--- src/rtl/mc_controller_if.sv ---
// Control bundle between the multicycle controller and its datapath/memory.
// The master side is the controller; the slave side is the datapath.
interface mc_controller_if;
    logic [6:0] op;
    logic       branch_cond;
    logic       mem_ready;
    logic       mem_req;
    logic       mem_write;
    logic       adr_src;
    logic       ir_write;
    logic       pc_write;
    logic       reg_write;
    logic [1:0] result_src;
    logic [1:0] alu_src_a;
    logic [1:0] alu_src_b;
    logic [1:0] alu_op;
    logic [2:0] imm_src;
    logic       retire;
    logic       illegal_op;

    modport master (
        input  op, branch_cond, mem_ready,
        output mem_req, mem_write, adr_src, ir_write, pc_write, reg_write,
               result_src, alu_src_a, alu_src_b, alu_op, imm_src, retire, illegal_op
    );

    modport slave (
        output op, branch_cond, mem_ready,
        input  mem_req, mem_write, adr_src, ir_write, pc_write, reg_write,
               result_src, alu_src_a, alu_src_b, alu_op, imm_src, retire, illegal_op
    );
endinterface

--- src/rtl/mc_controller.sv ---
// Multicycle RISC-V style main controller: Moore FSM sequencing fetch,
// decode, memory, ALU, branch and jump steps, with a sticky trap on
// undecodable opcodes.
module mc_controller (
    input  logic           clk,
    input  logic           rst_n,
    mc_controller_if.master bus
);
    typedef enum logic [3:0] {
        FETCH, DECODE, MEMADR, MEMREAD, MEMWB, MEMWRITE, EXECR, EXECI,
        ALUWB, BRANCH, JAL, JALR, LINK, LUI, AUIPC, TRAP
    } state_t;

    typedef struct packed {
        logic       mem_req;
        logic       mem_write;
        logic       adr_src;
        logic       reg_write;
        logic [1:0] result_src;
        logic [1:0] alu_src_a;
        logic [1:0] alu_src_b;
        logic [1:0] alu_op;
        logic       retire;
        logic       pc_write;
        logic       illegal_op;
    } ctrl_t;

    localparam logic [6:0] OP_LOAD   = 7'b0000011;
    localparam logic [6:0] OP_STORE  = 7'b0100011;
    localparam logic [6:0] OP_R      = 7'b0110011;
    localparam logic [6:0] OP_I      = 7'b0010011;
    localparam logic [6:0] OP_BRANCH = 7'b1100011;
    localparam logic [6:0] OP_JAL    = 7'b1101111;
    localparam logic [6:0] OP_JALR   = 7'b1100111;
    localparam logic [6:0] OP_LUI    = 7'b0110111;
    localparam logic [6:0] OP_AUIPC  = 7'b0010111;

    function automatic state_t next_state(state_t s, logic [6:0] opc, logic ready);
        state_t n;
        n = s;
        case (s)
            FETCH:    if (ready) n = DECODE;
            DECODE: begin
                case (opc)
                    OP_LOAD, OP_STORE: n = MEMADR;
                    OP_R:              n = EXECR;
                    OP_I:              n = EXECI;
                    OP_BRANCH:         n = BRANCH;
                    OP_JAL:            n = JAL;
                    OP_JALR:           n = JALR;
                    OP_LUI:            n = LUI;
                    OP_AUIPC:          n = AUIPC;
                    default:           n = TRAP;
                endcase
            end
            MEMADR:   n = (opc == OP_STORE) ? MEMWRITE : MEMREAD;
            MEMREAD:  if (ready) n = MEMWB;
            MEMWB:    n = FETCH;
            MEMWRITE: if (ready) n = FETCH;
            EXECR:    n = ALUWB;
            EXECI:    n = ALUWB;
            ALUWB:    n = FETCH;
            BRANCH:   n = FETCH;
            JAL:      n = ALUWB;
            JALR:     n = LINK;
            LINK:     n = ALUWB;
            LUI:      n = ALUWB;
            AUIPC:    n = ALUWB;
            TRAP:     n = TRAP;
            default:  n = FETCH;
        endcase
        return n;
    endfunction

    function automatic ctrl_t moore_ctrl(state_t s);
        ctrl_t c;
        c = '0;
        case (s)
            FETCH: begin
                c.mem_req    = 1'b1;
                c.alu_src_b  = 2'b10;
                c.result_src = 2'b10;
            end
            DECODE: begin
                c.alu_src_a = 2'b01;
                c.alu_src_b = 2'b01;
            end
            MEMADR: begin
                c.alu_src_a = 2'b10;
                c.alu_src_b = 2'b01;
            end
            MEMREAD: begin
                c.mem_req = 1'b1;
                c.adr_src = 1'b1;
            end
            MEMWB: begin
                c.result_src = 2'b01;
                c.reg_write  = 1'b1;
                c.retire     = 1'b1;
            end
            MEMWRITE: begin
                c.mem_req   = 1'b1;
                c.mem_write = 1'b1;
                c.adr_src   = 1'b1;
            end
            EXECR: begin
                c.alu_src_a = 2'b10;
                c.alu_op    = 2'b10;
            end
            EXECI: begin
                c.alu_src_a = 2'b10;
                c.alu_src_b = 2'b01;
                c.alu_op    = 2'b10;
            end
            ALUWB: begin
                c.reg_write = 1'b1;
                c.retire    = 1'b1;
            end
            BRANCH: begin
                c.alu_src_a = 2'b10;
                c.alu_op    = 2'b01;
                c.retire    = 1'b1;
            end
            JAL: begin
                c.pc_write  = 1'b1;
                c.alu_src_a = 2'b01;
                c.alu_src_b = 2'b10;
            end
            JALR: begin
                c.alu_src_a  = 2'b10;
                c.alu_src_b  = 2'b01;
                c.result_src = 2'b10;
                c.pc_write   = 1'b1;
            end
            LINK: begin
                c.alu_src_a = 2'b01;
                c.alu_src_b = 2'b10;
            end
            LUI: begin
                c.alu_src_a = 2'b11;
                c.alu_src_b = 2'b01;
            end
            AUIPC: begin
                c.alu_src_a = 2'b01;
                c.alu_src_b = 2'b01;
            end
            TRAP:    c.illegal_op = 1'b1;
            default: c = '0;
        endcase
        return c;
    endfunction

    state_t     state;
    ctrl_t      ctrl_q;
    logic [2:0] imm_sel;
    logic       fetch_done;

    // State register plus the Moore controls of the state being entered, so
    // both always describe the same state. Reset parks both on FETCH; the
    // rst_n gating below keeps every output at 0 while reset is held.
    always_ff @(posedge clk or negedge rst_n) begin
        if (!rst_n) begin
            state  <= FETCH;
            ctrl_q <= moore_ctrl(FETCH);
        end else begin
            state  <= next_state(state, bus.op, bus.mem_ready);
            ctrl_q <= moore_ctrl(next_state(state, bus.op, bus.mem_ready));
        end
    end

    // Immediate type uses the live opcode: IR is loaded on the same edge that enters DECODE.
    always_comb begin
        imm_sel = 3'b000;
        case (state)
            DECODE:     imm_sel = (bus.op == OP_JAL) ? 3'b011 : 3'b010;
            MEMADR:     imm_sel = (bus.op == OP_STORE) ? 3'b001 : 3'b000;
            LUI, AUIPC: imm_sel = 3'b100;
            default:    imm_sel = 3'b000;
        endcase
    end

    assign fetch_done = (state == FETCH) && bus.mem_ready;

    assign bus.mem_req    = rst_n & ctrl_q.mem_req;
    assign bus.mem_write  = rst_n & ctrl_q.mem_write;
    assign bus.adr_src    = rst_n & ctrl_q.adr_src;
    assign bus.reg_write  = rst_n & ctrl_q.reg_write;
    assign bus.result_src = ctrl_q.result_src & {2{rst_n}};
    assign bus.alu_src_a  = ctrl_q.alu_src_a & {2{rst_n}};
    assign bus.alu_src_b  = ctrl_q.alu_src_b & {2{rst_n}};
    assign bus.alu_op     = ctrl_q.alu_op & {2{rst_n}};
    assign bus.imm_src    = imm_sel & {3{rst_n}};
    assign bus.illegal_op = rst_n & ctrl_q.illegal_op;
    assign bus.ir_write   = rst_n & fetch_done;
    assign bus.pc_write   = rst_n & (ctrl_q.pc_write | fetch_done |
                                     ((state == BRANCH) & bus.branch_cond));
    assign bus.retire     = rst_n & (ctrl_q.retire |
                                     ((state == MEMWRITE) & bus.mem_ready));
endmodule

--- src/flat_wrapper.sv ---
// flat-port wrapper written by rule: the top's interface ports become plain ports
module mc_controller_flat 
  (clk, rst_n, bus_op, bus_branch_cond, bus_mem_ready, bus_mem_req, bus_mem_write, bus_adr_src, bus_ir_write, bus_pc_write, bus_reg_write, bus_result_src, bus_alu_src_a, bus_alu_src_b, bus_alu_op, bus_imm_src, bus_retire, bus_illegal_op);
  mc_controller_if bus_i ();
  input  logic clk;
  input  logic rst_n;
  input wire logic [$bits(bus_i.op)-1:0] bus_op;
  input wire logic [$bits(bus_i.branch_cond)-1:0] bus_branch_cond;
  input wire logic [$bits(bus_i.mem_ready)-1:0] bus_mem_ready;
  output wire logic [$bits(bus_i.mem_req)-1:0] bus_mem_req;
  output wire logic [$bits(bus_i.mem_write)-1:0] bus_mem_write;
  output wire logic [$bits(bus_i.adr_src)-1:0] bus_adr_src;
  output wire logic [$bits(bus_i.ir_write)-1:0] bus_ir_write;
  output wire logic [$bits(bus_i.pc_write)-1:0] bus_pc_write;
  output wire logic [$bits(bus_i.reg_write)-1:0] bus_reg_write;
  output wire logic [$bits(bus_i.result_src)-1:0] bus_result_src;
  output wire logic [$bits(bus_i.alu_src_a)-1:0] bus_alu_src_a;
  output wire logic [$bits(bus_i.alu_src_b)-1:0] bus_alu_src_b;
  output wire logic [$bits(bus_i.alu_op)-1:0] bus_alu_op;
  output wire logic [$bits(bus_i.imm_src)-1:0] bus_imm_src;
  output wire logic [$bits(bus_i.retire)-1:0] bus_retire;
  output wire logic [$bits(bus_i.illegal_op)-1:0] bus_illegal_op;
  assign bus_i.op = bus_op;
  assign bus_i.branch_cond = bus_branch_cond;
  assign bus_i.mem_ready = bus_mem_ready;
  assign bus_mem_req = bus_i.mem_req;
  assign bus_mem_write = bus_i.mem_write;
  assign bus_adr_src = bus_i.adr_src;
  assign bus_ir_write = bus_i.ir_write;
  assign bus_pc_write = bus_i.pc_write;
  assign bus_reg_write = bus_i.reg_write;
  assign bus_result_src = bus_i.result_src;
  assign bus_alu_src_a = bus_i.alu_src_a;
  assign bus_alu_src_b = bus_i.alu_src_b;
  assign bus_alu_op = bus_i.alu_op;
  assign bus_imm_src = bus_i.imm_src;
  assign bus_retire = bus_i.retire;
  assign bus_illegal_op = bus_i.illegal_op;
  mc_controller u_core (.clk(clk), .rst_n(rst_n), .bus(bus_i));
endmodule
--- config.mk ---
export PLATFORM = sky130hd
export DESIGN_NAME = mc_controller_flat
export DESIGN_NICKNAME = d
export VERILOG_FILES = /design/src/rtl/mc_controller_if.sv /design/src/rtl/mc_controller.sv /design/src/flat_wrapper.sv
export SDC_FILE = /design/constraint.sdc
export NUM_CORES = 1
export LEC_CHECK = 0
export BUFFER_PORTS_ARGS = -buffer_cell sky130_fd_sc_hd__buf_4
export CORE_MARGIN = 2
export CORE_UTILIZATION = 57
export DETAILED_ROUTE_END_ITERATION = 16
export PLACE_DENSITY = 0.84
export SYNTH_ARGS = -nofsm -noshare
export SYNTH_HDL_FRONTEND = slang
export SYNTH_SLANG_ARGS = --single-unit
--- constraint.sdc ---
create_clock -name clk -period 3.26 [get_ports clk]
set_input_delay 0.489 -clock clk [delete_from_list [all_inputs] [get_ports clk]]
set_output_delay 0.489 -clock clk [all_outputs]
set_load 0.005 [all_outputs]
Word level (Yosys, flattened, before mapping)
Index checks and enable logic that the tools add are counted.
{"block": "word_totals", "ff_bits": 19, "out_inout_bits": 19, "wordCells": 107}
{"block": "op_classes", "n_eq_ne": 39, "mux": 20, "bitwise": 18, "reduce_logical": 18}
{"op": "equality test 4 bit (second input constant)", "count": 16}
{"op": "case mux 4 bit (9 select lines)", "count": 1}
{"op": "equality test 4 x 3 -> 1 bit (second input constant)", "count": 8}
{"op": "case mux 4 bit (8 select lines)", "count": 1}
{"op": "equality test 7 x 6 -> 1 bit (second input constant)", "count": 3}
{"op": "equality test 7 bit (second input constant)", "count": 3}
{"op": "equality test 4 x 2 -> 1 bit (second input constant)", "count": 4}
{"op": "equality test 7 x 5 -> 1 bit (second input constant)", "count": 2}
{"op": "OR reduction 2 bit", "count": 7}
{"op": "2-to-1 mux 4 bit", "count": 3}
{"op": "case mux 2 bit (2 select lines)", "count": 3}
{"op": "OR reduction 3 bit", "count": 4}
{"op": "OR reduction 6 bit", "count": 2}
{"op": "AND 1 bit", "count": 10}
{"op": "2-to-1 mux 1 bit", "count": 9}
{"op": "case mux 3 bit (3 select lines)", "count": 1}
{"op": "AND 2 bit", "count": 4}
{"op": "equality test 4 x 1 -> 1 bit (second input constant)", "count": 2}
{"op": "zero test 4 bit", "count": 2}
{"op": "equality test 7 x 2 -> 1 bit (second input constant)", "count": 1}
{"op": "case mux 2 bit (3 select lines)", "count": 1}
{"op": "OR reduction 5 bit", "count": 1}
{"op": "OR reduction 4 bit", "count": 1}
{"op": "AND 3 bit", "count": 1}
{"op": "3 further kinds", "count": 5}

Logic depth before layout (Yosys ltp)
Gate-level depths: netlist (run 1).
{"block": "logic_depth", "depth_word": 7, "depth_mapped": 10}

Worst setup path before layout (run 1)
No wires, ideal clock.
{"block": "synth_path", "kind": "input to register", "startpoint": "input bus_op[5]", "endpoint": "register u_core.ctrl_q[5] (netlist name)", "setup_ps": 80, "arrival_ps": 1722, "path_slack_ps": 1458, "path_stages": 6, "n_path_buf": 0, "path_cell_list": "and3b_1 > o2111ai_2 > and4b_4 > or2_4 > xnor3_1 > o211ai_2"}
{"block": "synth_via", "elab_chain_cells": 7, "word_cells_on_any_way": 25, "cone_classes": "eq/ne (17); mux (4); reduce/logical (4)"}
{"item": "start: declaration", "line_no": "flat_wrapper.sv:7", "source": "input wire logic [$bits(bus_i.op)-1:0] bus_op;"}
{"item": "equality test 7 x 2 -> 1 bit / equality test 7 x 6 -> 1 bit (equally long branches)", "line_no": "mc_controller.sv:44, mc_controller.sv:56"}
{"item": "OR reduction 2 bit", "line_no": "mc_controller.sv:44", "source": "case (opc)"}
{"item": "case mux 4 bit (8 select lines)", "line_no": "mc_controller.sv:44"}
{"item": "case mux 4 bit (9 select lines) (*)", "line_no": "mc_controller.sv:41", "source": "case (s)"}
{"item": "equality test 4 x 1 -> 1 bit, or another cell as far along", "line_no": "mc_controller.sv:78", "source": "case (s)"}
{"item": "OR reduction 6 bit (no line) / OR reduction 3 bit (equally long branches)"}
{"item": "case mux 2 bit (2 select lines) (*)", "line_no": "mc_controller.sv:78"}
{"item": "end signal: assignment", "line_no": "mc_controller.sv:164", "source": "ctrl_q <= moore_ctrl(FETCH);"}
{"item": "end signal: assignment", "line_no": "mc_controller.sv:167", "source": "ctrl_q <= moore_ctrl(next_state(state, bus.op, bus.mem_ready));"}
{"item": "end: declaration", "line_no": "mc_controller.sv:154", "source": "ctrl_t ctrl_q;"}
Mark *: on every way between the ends. The rest lies on a longest branch, timed or not.

Worst setup path in the final report (run 1)
{"block": "layout_path", "startpoint": "register u_core.state[3]", "endpoint": "output bus_imm_src[0]"}
{"block": "layout_via", "elab_chain_cells": 4, "word_cells_on_any_way": 7, "cone_classes": "eq/ne (4); mux (1); bitwise (1); reduce/logical (1)"}
{"item": "start: declaration", "line_no": "mc_controller.sv:153", "source": "state_t state;"}
{"item": "start signal: assignment", "line_no": "mc_controller.sv:166", "source": "state <= next_state(state, bus.op, bus.mem_ready);"}
{"item": "equality test 4 bit", "line_no": "mc_controller.sv:174", "source": "case (state)"}
{"item": "OR reduction 2 bit", "line_no": "mc_controller.sv:174"}
{"item": "case mux 3 bit (3 select lines) (*)", "line_no": "mc_controller.sv:174"}
{"item": "AND 3 bit (*)", "line_no": "mc_controller.sv:192", "source": "assign bus.imm_src = imm_sel & {3{rst_n}};"}
{"item": "end: declaration", "line_no": "flat_wrapper.sv:20", "source": "output wire logic [$bits(bus_i.imm_src)-1:0] bus_imm_src;"}
Marked as above.

==> results of run 1 <==
[power by group through the flow]
| stage | registers [W] | clock network (W) | logic (W) |
|---|---|---|---|
| after floorplan | 0.000361 | 0 | 0.000802 |
| after global placement | 0.000427 | 0 | 0.000859 |
| after detailed placement | 0.000431 | 0 | 0.000876 |
| after CTS | 0.000426 | 0.000121 | 0.000878 |
| after global routing | 0.000439 | 0.000130 | 0.000972 |
| final | 0.000428 | 0.000120 | 0.000881 |
[worst paths after layout]
kind                                      startpoint                           to  slack [ps]  depth (start not counted)
setup / recovery           u_core.state[3]$_DFF_PN0_               bus_imm_src[0]         830                          6
hold / removal                                 rst_n  u_core.ctrl_q[12]$_DFF_PN0_          70                          1
setup reg to reg           u_core.state[3]$_DFF_PN0_  u_core.ctrl_q[11]$_DFF_PN0_        1230                          6
hold reg to reg            u_core.state[0]$_DFF_PN0_   u_core.ctrl_q[9]$_DFF_PN0_         710                          2
max in group asynchronous                      rst_n  u_core.ctrl_q[14]$_DFF_PN1_        2890                          1
min in group clk                       bus_mem_ready   u_core.ctrl_q[9]$_DFF_PN0_         480                          3
[synthesized netlist by cell type (all sizes together), types with 2 or more instances]
cell type and count:
a21oi 7, a211oi 2, and4b 2, nand2 10, or2 2, o22a 2, nand3 5, nand2b 3
and3b 2, and2 13, nand4 2, a31oi 2, buf 7, and3 6, nor2b 4, dfrtp 16
nor3 6, inv 6, o21ai 9, dfstp 3, a41oi 2, o31ai 2, nor2 11
[metrics by stage]
stage               setup WS, ps  instances  utilization  cell area, sq um
floorplan                   1460        140            -              1280
global placement            1180        189        0.681              1480
detailed placement          1100        189        0.681              1480
CTS                          891        193        0.693              1500
global route                 746        193        0.693              1500
finish                       833        193        0.693              1500
[layout by cell type, fill, tap and decap left out, types with 2 or more instances in the layout]
master	Yosys	routed
buf_4	3	29
dfrtp_1	16	16
and2_1	13	13
nand2_1	10	10
nor2_1	10	10
a21oi_1	7	7
and3_1	6	6
nand3_1	5	5
nor3_1	4	4
o21ai_1	4	4
inv_2	3	3
inv_1	3	3
nand2b_1	3	3
o21ai_0	3	3
nor2b_1	3	3
clkbuf_4	0	3
dfstp_2	3	3
nor3_2	2	2
a31oi_1	2	2
and3b_1	2	2
or2_4	2	2
a211oi_2	2	2
nand4_1	2	2
a41oi_1	2	2
o31ai_1	2	2
[final cells by class]
type | count | area, sq um
tap | 28 | 35.0
multi-input combinational | 107 | 723
sequential | 19 | 479
timing repair buffer | 29 | 218
fill | 188 | 666
inverter | 6 | 22.5
clock buffer | 4 | 26.3
[registers in the layout, indices dropped and copies added (netlist names)]
signal and count:
u_core.state 4, u_core.ctrl_q 15
[layer usage]
metal	GRT usage	wire, um
met5	0	0
met2	0.359	1300
met1	0.305	1110
met3	0.0351	222
met4	0.0789	46
[kinds of logic (layout without fill, tap and decap cells)]
logic type      count (synthesis)  after routing  share of synthesized area
compound gates                 32             32                      0.189
xor+xnor                        3              3                     0.0312
buf+inv                        14             39                     0.0633
flops                          19             19                      0.373
mux                             1              1                    0.00780
simple gates                   71             71                      0.335
==> metrics.csv, run 1 <==
metric;value;unit
pwr-share-comb;0.616;
worstSetupStartpointType;flip-flop;
syn_to_final_growth;17.2;%
wl_per_cell;13.8;um
cts.sinks;19;
finalHoldViolCount;0;
post-route-min-period;2430;ps
synthCells;140;
worstSetupPathType;flip-flop to output port;
antenna_found_initial;0;
hold_buffers;0;
async_flop_share;1.00;
die_x;51.5;um
cp_num_buf_inv;1;
peakVddDrop;822;uV
grt_pass1_wl;4400;um
htree_num_levels;1;
postSynthAreaPerCell;9.17;sq um
grt_max_degree;38;
hold_class;primary input to asynchronous set/reset pin;
row_count;17;
synth_edf_count;0;
pwr-share-seq;0.300;
drive_gt1_frac;0.327;
internal_power;0.000787;W
clk_pin_slew_worst_paths;110;ps
p_sw;0.000642;W
fin_setup_tns;0;ps
design.core.area;0.00217;sq mm
cts_resized;0;
route.detailed.drc;0;
rsz0062_at_grt;no;
portBuffers;29;
p_sw_frac;0.449;
route.vias.total;1129;
overflow;0;
ys_types;50;
status;finished, final reports clean;
cts_buffers;3;
cpPeakStageDelay;550;ps
first_iter_violations;51;
yosysTopAreaCell;dfrtp_1;
dp_hpwl;2010;um
cts_buffer_depth;2;
cp.required;2770;ps
grt_usage;0.223;
grt_pass1_vias;970;
dr.pass1.iters;7;
worstMarginPinSlew;462;ps
clockRootBuffer;clkbuf_4;
clkPwrFrac;0.084;
yosysWarnings;0;
final_net_count;177;
gp_congestion;0.855;
path_cells;nor2_2, nand2_1, nor2_1, a21oi_1, nor3_1, buf_4;
diodes;0;
synth_top_area_share;0.312;
hold_slack;73.1;ps
finalPower;0.00143;W
crit_path_top_delay_cell;dfrtp_1;
cp.arrival;1940;ps
drv_slew;0;
end_kind;output port;
ios;30;
die_area;0.00265;sq mm
p_leak;0.698;nW
synth_area_leaders;dfrtp_1 (31%), and2_1 (6.3%), dfstp_2 (6.1%);
synth_nets;151;
cpLargestDelayFamily;simple AND/OR/NAND/NOR gates;
ys_seq_area_frac;0.373;
cap_violations;0;
via_per_inst;5.85;
synth_area;0.00128;sq mm
synth-seq-cells;19;
tritoncts;done;
clock_skew;5.94;ps
die_h;51.5;um
cp_max_fo;12;
drt.antenna.violating_nets;0;
fmax;412;MHz
initial_utilization;0.592;
slew_headroom;0.692;
synth-main-ff-cell;dfrtp_1;
setup_violations;0;
cts_setup_buffers;0;
drt-total-wl;2670;um
clkLatencyLatePin;300;ps
p_per_area;950;mW/mm^2
finalCritPeriodShare;0.744;
(Power assumes the default switching activity.)
==> run 2, diff against run 1 <==
--- a/config.mk
+++ b/config.mk
@@ -7,9 +7,9 @@
 export LEC_CHECK = 0
 export BUFFER_PORTS_ARGS = -buffer_cell sky130_fd_sc_hd__buf_4
 export CORE_MARGIN = 2
-export CORE_UTILIZATION = 57
+export CORE_UTILIZATION = 48
 export DETAILED_ROUTE_END_ITERATION = 16
-export PLACE_DENSITY = 0.84
+export PLACE_DENSITY = 0.75
 export SYNTH_ARGS = -nofsm -noshare
 export SYNTH_HDL_FRONTEND = slang
 export SYNTH_SLANG_ARGS = --single-unit
==> constraint.sdc (replaced) <==
create_clock -name clk -period 2.1 [get_ports clk]
set_input_delay 0.315 -clock clk [delete_from_list [all_inputs] [get_ports clk]]
set_output_delay 0.315 -clock clk [all_outputs]
set_load 0.005 [all_outputs]
==> run 2 against run 1 <==
Compared with the run above: cell count rose by 3.6%; clock power rose by 54%; final area rose by 4.6%; worst hold slack improved by 250 ps; sequential power rose by 57%; register-to-register slack got worse by 970 ps; global-route usage fell by 3.6 points; non-clock buffer count rose by 5; sequential share of layout area fell by 1.1 points; first-iteration DRC count fell by 27%; highest routed layer unchanged; setup slack got worse by 740 ps; via count fell by 1.9%; largest power group unchanged.
==> metrics.csv, run 2 (same netlist as run 1, synthesis figures left out) <==
metric;value;unit;change
die_x;55.7;um;+8.3%
rrSetupSlack;260;ps;-970 ps
cp_num_buf_inv;2;;+1
drv_slew;0;;unchanged
met2_wirelength;1380;um;+6.2%
drt.antenna.violating_nets;0;;unchanged
worstSetupPathType;flip-flop to output port;;
finalCritPeriodShare;0.958;;
final_cell_mix;buf_4 (33), and2_1 (13), dfrtp_1 (12);;
cp_common_cell;buf_4;;
worstSetupStartpointType;flip-flop;;
finalPower;0.00233;W;+63%
cp.required;1780;ps;-990 ps
die_area;0.00310;sq mm;+17%
peakVddDrop;910;uV;+11%
route.vias.total;1108;;-1.9%
gp_congestion;0.878;;+2.7%
setup_violations;0;;unchanged
slew_headroom;0.774;;+0.0820
cts_buffer_depth;2;;unchanged
ios;30;;unchanged
cap_violations;0;;unchanged
r2r-end;u_core.ctrl_q[11]$_DFF_PN0_;;
initial_utilization;0.514;;-0.0782
met1_length;1290;um;+16%
cpPeakStageDelay;480;ps;-70 ps
via_per_inst;5.54;;-5.3%
place_area;0.00150;sq mm;+1.7%
path_cells;buf_4, nand4b_1, nor2_1, a21oi_1, nor3_1, buf_4;;
worstMarginPinSlew;339;ps;-123 ps
first_iter_violations;37;;-27%
design.core.area;0.00250;sq mm;+15%
critical_path_cell_count;6;;unchanged
worstRegToRegCells;6;;unchanged
tritoncts;done;;
cp.arrival;1700;ps;-240 ps
hold_class;primary input to flip-flop;;
layout.area.seq;484;sq um;+1.0%
dr_wl_met3;104;um;-53%
finalHoldViolCount;0;;unchanged
reg2reg_from;u_core.state[0]$_DFF_PN0_;;
endpoint;bus_imm_src[0];;
final_net_count;182;;+2.8%
dr.pass1.iters;4;;-3
grt_pass1_wl;4680;um;+6.3%
overflow;0;;unchanged
design_area;0.00157;sq mm;+4.6%
fmax;497;MHz;
die_h;55.7;um;+8.3%
clk_pin_slew_worst_paths;110;ps;about the same
route.detailed.drc;0;;unchanged
clockRootBuffer;clkbuf_4;;
grt_pass1_vias;1008;;+3.9%
largest_reg_flops;15;;unchanged
clock_skew;8.44;ps;+2.50 ps
portBuffers;29;;unchanged
dp_hpwl;2070;um;+3.5%
post-route-min-period;2010;ps;
dr.max_layer_used;met4;;
cts_buffers;3;;unchanged
status;finished, final reports clean;;
p_per_area;1480;mW/mm^2;+56%
grt_usage;0.187;;-0.0363
htree_num_levels;1;;unchanged
clkLatencyLatePin;300;ps;about the same
cp_max_fo;7;;-5
regMostFlops;u_core.ctrl_q;;
cpLargestDelayFamily;simple AND/OR/NAND/NOR gates;;
drt-total-wl;2790;um;+4.5%
row_count;18;;+1
wl_per_cell;14.0;um;+0.80%
cp-startpoint;u_core.state[0]$_DFF_PN0_;;
drive_gt1_frac;0.376;;+0.0492
cts.sinks;19;;unchanged
end_kind;output port;;
crit_path_top_delay_cell;dfrtp_2;;
antenna_found_initial;0;;unchanged
grt_max_degree;38;;unchanged
diodes;0;;unchanged
syn_to_final_growth;22.5;%;
p_leak;0.723;nW;+3.6%
fin_util;0.629;;-0.0641
layout_commonest_cell;buf_4;;
multi_input_area;743;sq um;+2.8%
largest_registers;u_core.ctrl_q x15, u_core.state x4;;
fillers;215;;+14%
-- run 2: power breakdown --
| part | switching (W) | total (W) | internal (W) |
|---|---|---|---|
| logic | 0.000783 | 0.00147 | 0.000691 |
| clock network | 0.000114 | 0.000185 | 0.0000709 |
| registers | 0.000142 | 0.000674 | 0.000532 |
-- run 2: cell type report --
cell class                      instances  share of cell area
Multi-Input combinational cell        107               0.473
Timing Repair Buffer                   34               0.164
Inverter                                6              0.0143
Tap cell                               30              0.0239
Clock inverter                          1             0.00318
Sequential cell                        19               0.308
Clock buffer                            3              0.0143
-- run 2: metal layers --
metal	GRT usage	vias up
li1	-	557
met1	0.257	519
met2	0.311	30
met3	0.0186	2
met4	0.0557	0
met5	0	-
-- run 2: what timing repair did --
item | 4_1_cts | 5_1_grt
setup endpoints to repair | 1 | 2
setup buffers | 0 | 1
endpoints found under the hold margin | 16 | 0
resized for setup | 2 | 5
hold buffers | 1 | 0
-- run 2: worst reg2reg max path: stages, from the launching register on --
cell,delay [ps]
dfrtp_2,480
nor2b_4,170
nand2_1,140
a31oi_1,60
or3_4,450
or2_4,280
a211oi_2,170
-- run 2: per-stage QoR --
step	setup slack, ps	hold slack, ps	std cells	setup TNS [ps]
finish	88.3	326	200	0
global route	-2.29	322	200	-2.29
CTS	12.6	315	199	0
detailed placement	233	241	194	0
global placement	232	236	194	0
floorplan	385	19.4	140	0
-- run 2: worst min path at each step --
stage | from | endpoint | slack, ps | cells past startpoint
global placement | rst_n | u_core.state[3]$_DFF_PN0_ | 240 | 1
global route | bus_mem_ready | u_core.ctrl_q[9]$_DFF_PN0_ | 320 | 3
floorplan | rst_n | u_core.ctrl_q[0]$_DFF_PN0_ | 20 | 0
detailed placement | rst_n | u_core.ctrl_q[1]$_DFF_PN0_ | 240 | 1
CTS | bus_mem_ready | u_core.ctrl_q[9]$_DFF_PN0_ | 310 | 3
finish | bus_mem_ready | u_core.ctrl_q[9]$_DFF_PN0_ | 330 | 3
